**src/rtl/alu_seq_pkg.sv**
```systemverilog
// rtl/alu_seq_pkg.sv - core ALU command/immediate types plus macro-op codes for the sequencer
package alu_seq_pkg;

    typedef enum logic [1:0] {
        ALU_ADD  = 2'd0,
        ALU_NAND = 2'd1,
        ALU_SHFT = 2'd2
    } alu_cmd_t;

    // flag = 1 selects a right shift; shamt is the shift distance
    typedef struct packed {
        logic       flag;
        logic [2:0] shamt;
    } immed_t;

    localparam immed_t IMM_NONE = '{flag: 1'b0, shamt: 3'd0};
    localparam immed_t SHL1     = '{flag: 1'b0, shamt: 3'd1};
    localparam immed_t SHR1     = '{flag: 1'b1, shamt: 3'd1};

    typedef enum logic [2:0] {
        OP_ADD = 3'd0,
        OP_NOT = 3'd1,
        OP_AND = 3'd2,
        OP_OR  = 3'd3,
        OP_SUB = 3'd4,
        OP_MUL = 3'd5
    } seq_op_t;

    localparam logic [1:0] STEPS_ADD = 2'd1;
    localparam logic [1:0] STEPS_NOT = 2'd1;
    localparam logic [1:0] STEPS_AND = 2'd2;
    localparam logic [1:0] STEPS_OR  = 2'd3;
    localparam logic [1:0] STEPS_SUB = 2'd3;

    function automatic logic [1:0] steps_of(input logic [2:0] op);
        case (op)
            OP_ADD:  return STEPS_ADD;
            OP_NOT:  return STEPS_NOT;
            OP_AND:  return STEPS_AND;
            OP_OR:   return STEPS_OR;
            OP_SUB:  return STEPS_SUB;
            default: return 2'd1;
        endcase
    endfunction

endpackage

```
**src/rtl/alu_seq.sv**
```systemverilog
// rtl/alu_seq.sv - multi-cycle macro-op sequencer driving the 8-bit ADD/NAND/SHFT ALU
// ALU_SEQ_MUL_EN builds the shift-add MUL loop; without it MUL reports an error.
module alu_seq
    import alu_seq_pkg::*;
#(
    parameter int D = 8
) (
    input  logic           clk,
    input  logic           rst,
    input  logic           in_valid,
    output logic           in_ready,
    input  logic [2:0]     in_op,
    input  logic [D-1:0]   in_a,
    input  logic [D-1:0]   in_b,
    output logic           out_valid,
    input  logic           out_ready,
    output logic [D-1:0]   out_x,
    output logic           out_err,
    output logic [D-1:0]   alu_a,
    output logic [D-1:0]   alu_b,
    output logic [3:0]     alu_n,
    output alu_cmd_t       alu_cmd,
    input  logic [D-1:0]   alu_x
);

`ifdef ALU_SEQ_MUL_EN
    typedef enum logic [2:0] {S_IDLE, S_EXEC, S_DONE, S_MADD, S_MSHL, S_MSHR} state_t;
`else
    typedef enum logic [1:0] {S_IDLE, S_EXEC, S_DONE} state_t;
`endif

    localparam logic [D-1:0] ONE = {{(D-1){1'b0}}, 1'b1};

    state_t       state;
    logic [2:0]   op;
    logic [1:0]   step;
    logic [D-1:0] a, b, t, u;
`ifdef ALU_SEQ_MUL_EN
    logic [D-1:0] acc, ma, mb;
`endif

    logic last_step;
    assign last_step = (step == steps_of(op) - 2'd1);

    always_comb begin
        alu_cmd = ALU_ADD;
        alu_a   = '0;
        alu_b   = '0;
        alu_n   = IMM_NONE;
        case (state)
            S_EXEC: begin
                case (op)
                    OP_ADD: begin alu_cmd = ALU_ADD;  alu_a = a; alu_b = b; end
                    OP_NOT: begin alu_cmd = ALU_NAND; alu_a = a; alu_b = a; end
                    OP_AND: begin
                        alu_cmd = ALU_NAND;
                        alu_a   = (step == 2'd0) ? a : t;
                        alu_b   = (step == 2'd0) ? b : t;
                    end
                    OP_OR: begin
                        alu_cmd = ALU_NAND;
                        case (step)
                            2'd0:    begin alu_a = a; alu_b = a; end
                            2'd1:    begin alu_a = b; alu_b = b; end
                            default: begin alu_a = t; alu_b = u; end
                        endcase
                    end
                    OP_SUB: begin
                        // two's complement: ~B, then A + ~B, then + 1
                        case (step)
                            2'd0:    begin alu_cmd = ALU_NAND; alu_a = b; alu_b = b; end
                            2'd1:    begin alu_cmd = ALU_ADD;  alu_a = a; alu_b = t; end
                            default: begin alu_cmd = ALU_ADD;  alu_a = t; alu_b = ONE; end
                        endcase
                    end
                    default: ;
                endcase
            end
`ifdef ALU_SEQ_MUL_EN
            S_MADD: if (mb[0]) begin alu_cmd = ALU_ADD; alu_a = acc; alu_b = ma; end
            S_MSHL: begin alu_cmd = ALU_SHFT; alu_a = ma; alu_n = SHL1; end
            S_MSHR: begin alu_cmd = ALU_SHFT; alu_a = mb; alu_n = SHR1; end
`endif
            default: ;
        endcase
    end

    always_ff @(posedge clk) begin
        if (rst) begin
            state     <= S_IDLE;
            in_ready  <= 1'b1;
            out_valid <= 1'b0;
            out_x     <= '0;
            out_err   <= 1'b0;
            op        <= '0;
            step      <= '0;
            a         <= '0;
            b         <= '0;
            t         <= '0;
            u         <= '0;
`ifdef ALU_SEQ_MUL_EN
            acc       <= '0;
            ma        <= '0;
            mb        <= '0;
`endif
        end else begin
            case (state)
                S_IDLE: if (in_valid) begin
                    op       <= in_op;
                    a        <= in_a;
                    b        <= in_b;
                    step     <= 2'd0;
                    in_ready <= 1'b0;
                    if (in_op <= 3'(OP_SUB)) begin
                        state <= S_EXEC;
                    end
`ifdef ALU_SEQ_MUL_EN
                    else if (in_op == 3'(OP_MUL)) begin
                        if (in_b == '0) begin
                            out_x     <= '0;
                            out_err   <= 1'b0;
                            out_valid <= 1'b1;
                            state     <= S_DONE;
                        end else begin
                            acc   <= '0;
                            ma    <= in_a;
                            mb    <= in_b;
                            state <= S_MADD;
                        end
                    end
`endif
                    else begin
                        out_x     <= '0;
                        out_err   <= 1'b1;
                        out_valid <= 1'b1;
                        state     <= S_DONE;
                    end
                end
                S_EXEC: begin
                    if (last_step) begin
                        out_x     <= alu_x;
                        out_err   <= 1'b0;
                        out_valid <= 1'b1;
                        state     <= S_DONE;
                    end else begin
                        if (op == 3'(OP_OR) && step == 2'd1) u <= alu_x;
                        else                                 t <= alu_x;
                        step <= step + 2'd1;
                    end
                end
`ifdef ALU_SEQ_MUL_EN
                S_MADD: begin
                    if (mb[0]) acc <= alu_x;
                    state <= S_MSHL;
                end
                S_MSHL: begin
                    ma    <= alu_x;
                    state <= S_MSHR;
                end
                S_MSHR: begin
                    mb <= alu_x;
                    if (alu_x == '0) begin
                        out_x     <= acc;
                        out_err   <= 1'b0;
                        out_valid <= 1'b1;
                        state     <= S_DONE;
                    end else begin
                        state <= S_MADD;
                    end
                end
`endif
                S_DONE: if (out_ready) begin
                    out_valid <= 1'b0;
                    in_ready  <= 1'b1;
                    state     <= S_IDLE;
                end
                default: state <= S_IDLE;
            endcase
        end
    end

endmodule
```
**config.mk**
```make
export PLATFORM = sky130hd
export DESIGN_NAME = alu_seq
export DESIGN_NICKNAME = d
export VERILOG_FILES = /design/src/rtl/alu_seq_pkg.sv /design/src/rtl/alu_seq.sv
export SDC_FILE = /design/constraint.sdc
export NUM_CORES = 1
export LEC_CHECK = 0
export BUFFER_PORTS_ARGS = -buffer_cell sky130_fd_sc_hd__buf_4
export CORE_MARGIN = 2
export CORE_UTILIZATION = 45
export CTS_BUF_LIST = sky130_fd_sc_hd__clkbuf_4 sky130_fd_sc_hd__clkbuf_8 sky130_fd_sc_hd__clkbuf_16
export CTS_CLUSTER_DIAMETER = 60
export CTS_CLUSTER_SIZE = 12
export DETAILED_ROUTE_END_ITERATION = 8
export PLACE_DENSITY = 0.68
export SKIP_LAST_GASP = 1
export SLEW_MARGIN = 15
export SYNTH_ARGS = -nofsm -noshare
export SYNTH_HDL_FRONTEND = slang
export SYNTH_SLANG_ARGS = --single-unit
export TNS_END_PERCENT = 100
```
**constraint.sdc**
```tcl
create_clock -name clk -period 1.75 [get_ports clk]
set_clock_uncertainty 0.05 [all_clocks]
set_input_delay 0.0875 -clock clk [delete_from_list [all_inputs] [get_ports clk]]
set_output_delay 0.0875 -clock clk [all_outputs]
set_load 0.1 [all_outputs]
```
# After elaboration in Yosys (flattened, before gate mapping)

Index checks and enable logic that the tools add are counted.

Bits in registers: 50
Bits of input ports: 31
Output and inout port bits: 33
Word-level logic and storage cells: 83

Add/sub/neg operators: 2
Magnitude comparators: 1
Equal/unequal tests: 13
Multiplexer cells: 36
Bitwise operators: 2
Reduce and logical (&&, ||, !) cells: 18

Operators with widths:

| cell                                                                  | count |
|---|---|
| 8-bit one-hot mux with 2 select lines                                 | 5 |
| 8-bit 2-to-1 mux                                                      | 7 |
| 8-bit one-hot mux with 5 select lines                                 | 1 |
| 8-bit one-hot mux with 4 select lines                                 | 1 |
| 3-bit AND reduction                                                   | 5 |
| 2-bit 2-to-1 mux                                                      | 6 |
| 2-bit inequality test, second input constant                          | 5 |
| 1-bit 2-to-1 mux                                                      | 9 |
| 2-bit one-hot mux with 2 select lines                                 | 2 |
| 3-bit by 2-bit equality test with 1-bit output, second input constant | 2 |
| 1-bit one-hot mux with 2 select lines                                 | 3 |
| 2-bit one-hot mux with 3 select lines                                 | 1 |
| 5-bit AND reduction                                                   | 1 |
| 2-bit by 1-bit equality test with 1-bit output, second input constant | 2 |
| 2-bit logical NOT                                                     | 2 |
| 4-bit AND reduction                                                   | 1 |
| 2-bit nonzero test                                                    | 2 |
| 2-bit OR reduction                                                    | 2 |
| 3-bit by 1-bit equality test with 1-bit output, second input constant | 1 |
| 3-bit equality test, second input constant                            | 1 |
| 3-bit <= comparator, second input constant                            | 1 |
| 3-bit logical NOT                                                     | 1 |
| 1-bit one-hot mux with 3 select lines                                 | 1 |
| 3-bit nonzero test                                                    | 1 |
| 8 further kinds                                                       | 9 |

# Logic depth before layout (Yosys ltp)

Depth in word-level cells: 7
Mapped depth: 8
Mapped depth without buffers: 7

# Least setup slack after synthesis

OpenSTA, ideal clock, no wires.

Path type: register to output
Start: reg step[0]
End: out alu_b[0]
Data arrival time: 3667 ps
Required time: 1612 ps
Path slack: -2055 ps
Stages on the path, launching flop included: 9
Path buffers: 1
Path through: dfxtp_1 inv_1 ha_1 nand2b_1 buf_2 mux2i_1 nor2_1 a21oi_1 o21ai_0

Cells in the longest elaborated chain, start to end: 4
Elaborated cells between the ends (all ways): 7
Those cells by class: eq/ne: 1; mux: 5; reduce/logical: 1

Ends and longest elaborated chain:

| element                                                                             | line                                        | source |
|---|---|---|
| start, declared                                                                     | alu_seq.sv:36                               | `logic [1:0] step;` |
| start signal, assigned                                                              | alu_seq.sv:148                              | `step <= step + 2'd1;` |
| 2-bit by 1-bit equality test with 1-bit output or 2-bit logical NOT (tied branches) | alu_seq.sv:62, alu_seq.sv:70, alu_seq.sv:58 |  |
| 8-bit one-hot mux with 2 select lines (tied with other cells)                       | alu_seq.sv:70                               | `case (step)` |
| 8-bit one-hot mux with 5 select lines *                                             | alu_seq.sv:52                               | `case (op)` |
| 8-bit 2-to-1 mux *                                                                  | alu_seq.sv:50                               | `case (state)` |
| end, declared                                                                       | alu_seq.sv:20                               | `output logic [D-1:0] alu_b,` |

Mark *: on every way between the ends. The rest lies on a longest branch, timed or not.

# Final worst setup path

Start: reg step[0]
End: out alu_a[1]

Cells in the longest elaborated chain, start to end: 4
Elaborated cells between the ends (all ways): 7
Those cells by class: eq/ne: 1; mux: 5; reduce/logical: 1

Ends and longest elaborated chain:

| element                                                                             | line                                        | source |
|---|---|---|
| 2-bit by 1-bit equality test with 1-bit output or 2-bit logical NOT (tied branches) | alu_seq.sv:62, alu_seq.sv:70, alu_seq.sv:57 |  |
| 8-bit one-hot mux with 2 select lines (tied with other cells)                       | alu_seq.sv:70                               |  |
| 8-bit one-hot mux with 4 select lines *                                             | alu_seq.sv:52                               |  |
| 8-bit 2-to-1 mux *                                                                  | alu_seq.sv:50                               |  |
| end, declared                                                                       | alu_seq.sv:19                               | `output logic [D-1:0] alu_a,` |

Marks and branches as above.

==> results by group <==
Run status
  • Status: finished, violations left
  • Failing checks: negative setup slack

Place
  • Place WS: -0.181 ns
  • Area after DPL: 0.00411 mm^2
  • Routability cong.: around 0.89
  • Post-DP HPWL: 6710 um
  • # port buffers: 58

Detailed routing
  • Post-route DRC violation count: 0
  • DRT antenna net count: 0
  • DR iter-0 viols: roughly 150
  • Routed vias: 3396
  • DR WL/cell: between 15 and 20 um
  • WL final: 10800 um
  • Pre-antenna DRT Iters: 6
  • Routed vias/inst: around 6

Worst hold path
  • Hold depth: 3
  • Hold WC Path Type: in -> reg
  • Hold path start: in_a[0]
  • WHS Endpoint: a[0]

Layout
  • Total inserted antenna cells: 0
  • Area grow syn2layout: 80.1%
  • Final instance area: between 0.005 and 0.006 mm^2
  • Final core occ: about 83%
  • Nets: around 530
  • Proportion of layout cells with a drive suffix above 1: between 40 and 50%

Clocking
  • Clk buf depth: 2
  • CTS tree: yes
  • Root Driver: clkbuf_8
  • Clock sink count: 50
  • Clock Pin Slew Worst Setup and Hold Paths: roughly 0.090 ns
  • Clock Latency Late Sink: approximately 0.3 ns
  • H-tree levels: 2
  • CTS buffer count: 5

Worst setup path
  • Crit-path max cell delay: approximately 0.40 ns
  • CP top delay family: buffers and inverters
  • Crit path DAT: between 2 and 2.5 ns
  • Setup crit end kind: primary output
  • Critical Path RT: approximately 1.6 ns
  • Most frequent CP cell: buf_4
  • Slowest stage cell, crit path: dfxtp_4
  • Bufs and invs on worst path: 4
  • Critical Path Start Type: register
  • Worst-case reg-to-reg path depth: 8
  • Critical path type: reg -> out
  • Reg2reg setup slack: -0.17 ns
  • Worst r2r src: op[2]
  • Crit-path cells: inv_6 -> ha_4 -> nand2b_4 -> buf_4 -> nor2_2 -> buf_4 -> a22oi_2 -> o22ai_4 -> buf_12
  • FF-to-FF End: t[7]
  • Worst-path maximum fanout: 8

STA
  • Tmin final: 2.16 ns
  • Unrepaired setup endpoints after global routing: true
  • Hold Violations, Final: 0
  • Fmax: about 460 MHz
  • Final Cycle Share: 123%
  • Hold WS: between 0.03 and 0.04 ns
  • Final worst slack: -0.410 ns
  • Final setup viols: 39
  • Final max-slew violation count: 0
  • Total negative slack: -8.44 ns

GRT
  • First-pass GRT wire length: approximately 17000 um
  • GRT Total Usage: 29.2%
  • Initial antenna violation count: 0
  • Number of global-route vias before repair: between 3000 and 4000
  • Grt ovf: 0
  • Pin count of the biggest net entering global routing: 44

Logic synthesis
  • Synth Register Bits: 50
  • Synthesized area per cell: between 8 and 9 um^2
  • Post-synth top flop: dfxtp_1
  • Seq/Total Area, Yosys: 34.6%
  • Asr flop ratio synth: 0%
  • Synthesized area: 0.00289 mm^2
  • Yosys warns: 0
  • Cells after Synth: approximately 350
  • Synth cell types: between 40 and 50
  • Post-synth EDFFs: 0

Power and ir drop
  • Worst vdd ir: between 0.0009 and 0.001 V
  • PD cells: between 800 and 900 mW/mm^2
  • Leak: ~0.002 uW

Floorplanning
  • Starting density of the core: between 40% and 50%
  • Die Width: around 84 um
  • Row cnt: 29
  • Core area: roughly 0.0063 mm^2
  • Die height: about 84 um
  • IO Count: 64
  • Die ar.: around 0.007 mm^2

Flow run
  • Max Cap Viol: 0
==> final cells by class <==
class / instances / area [um^2]
well taps: 77 / 96.3
clock buffers: 5 / 68.8
repair buffers: 150 / 1530
inverters: 8 / 40.0
fillers: 362 / 1070
clock inverters: 2 / 38.8
multi-input cells: 274 / 2420
flip-flops and latches: 50 / 1020
==> worst reg2reg max path, delay by kind of cell, from the launching register on <==
kind | cells | cell delay (ns)
multiplexers | 1 | 0.22
flip-flops | 1 | 0.36
AO/OA/AOI/OAI | 2 | 0.54
AND/OR/NAND/NOR | 2 | 0.22
buffers and inverters | 3 | 0.41
==> how the worst max path moves through the flow <==
| stage | startpoint | end | slack [ns] | cells after the start |
|---|---|---|---|---|
| floorplan | step[0] | alu_a[0] | -0.20 | 7 |
| global placement | step[1] | alu_b[7] | -0.17 | 8 |
| finish | step[0] | alu_a[1] | -0.41 | 9 |
| CTS | step[0] | alu_b[1] | -0.35 | 9 |
| global route | step[0] | alu_b[5] | -0.48 | 9 |
| detailed placement | step[1] | alu_a[6] | -0.18 | 7 |
==> cell families (layout without fill, tap and decap cells) <==
logic type / count (synthesis) / in the layout / synth area share (%)
AOI/OAI and AO/OA: 135 / 135 / 32.9
adders and majority gates: 5 / 5 / 2.16
buffers and inverters: 35 / 165 / 5.58
DFF: 50 / 50 / 34.6
muxes: 24 / 24 / 8.31
other: 1 / 5 / 0.130
and+or+nand+nor: 104 / 105 / 16.3
==> Yosys cell counts, types with 3 or more instances <==
library cell	count	area share, %
nand2b_1	6	1.3
o21ai_1	6	1.0
o21ai_0	14	2.4
a21oi_1	35	6.1
a221oi_1	8	2.4
clkbuf_1	17	2.2
nor3_1	3	0.52
nor2_1	36	4.7
nand2_1	48	6.2
inv_1	6	0.78
buf_4	5	1.3
a22o_1	25	7.6
buf_2	3	0.52
mux2i_1	24	8.3
o22ai_1	16	3.5
ha_1	5	2.2
a22oi_1	14	3.6
dfxtp_1	50	35
==> state kept, by name, summed over array words and instances, names as in the netlist <==
signal,count
step,2
out_err,1
op,3
t,8
a,8
in_ready,1
b,8
u,8
out_valid,1
out_x,8
state,2
==> stage by stage <==
step,total power (uW),instances
after detailed placement,3170,517
after global routing,4560,566
final,4360,566
after global placement,3140,517
after floorplan,2660,358
after CTS,4210,560
==> where the power goes <==
group | internal (uW) | switching (uW) | leakage [uW] | total [uW]
clock network | 421 | 380 | 0.0000542 | 800
logic | 860 | 1290 | 0.00152 | 2150
registers | 1240 | 169 | 0.000410 | 1410
==> cell usage in the layout (no fill, tap or decap), types with 15 or more instances in the layout <==
cell type	n
dlygate4sd3_1	26
a21oi_1	25
buf_12	23
o22ai_4	15
nor2_1	30
a22o_1	24
nand2_1	46
dfxtp_1	45
buf_4	88
mux2i_1	22
==> routing by layer <==
| layer | global-route usage, % | up-vias | share of wire, % |
|---|---|---|---|
| met5 | 0 | - | 0 |
| met4 | 8.94 | 0 | 2.8 |
| met3 | 3.44 | 27 | 6.1 |
| met2 | 49.4 | 156 | 49 |
| met1 | 39.1 | 1639 | 42 |
| li1 | - | 1574 | - |
==> what timing repair did <==
| item | in CTS | in global routing |
|---|---|---|
| setup buffers | 9 | 7 |
| pin swaps | 26 | 33 |
| resized for setup | 105 | 26 |
| hold buffers | 26 | 0 |
| endpoints found under the setup margin | 48 | 46 |
| hold endpoints to repair | 36 | 0 |
| gates cloned | 1 | 0 |
Power figures use the tool's default switching activity.
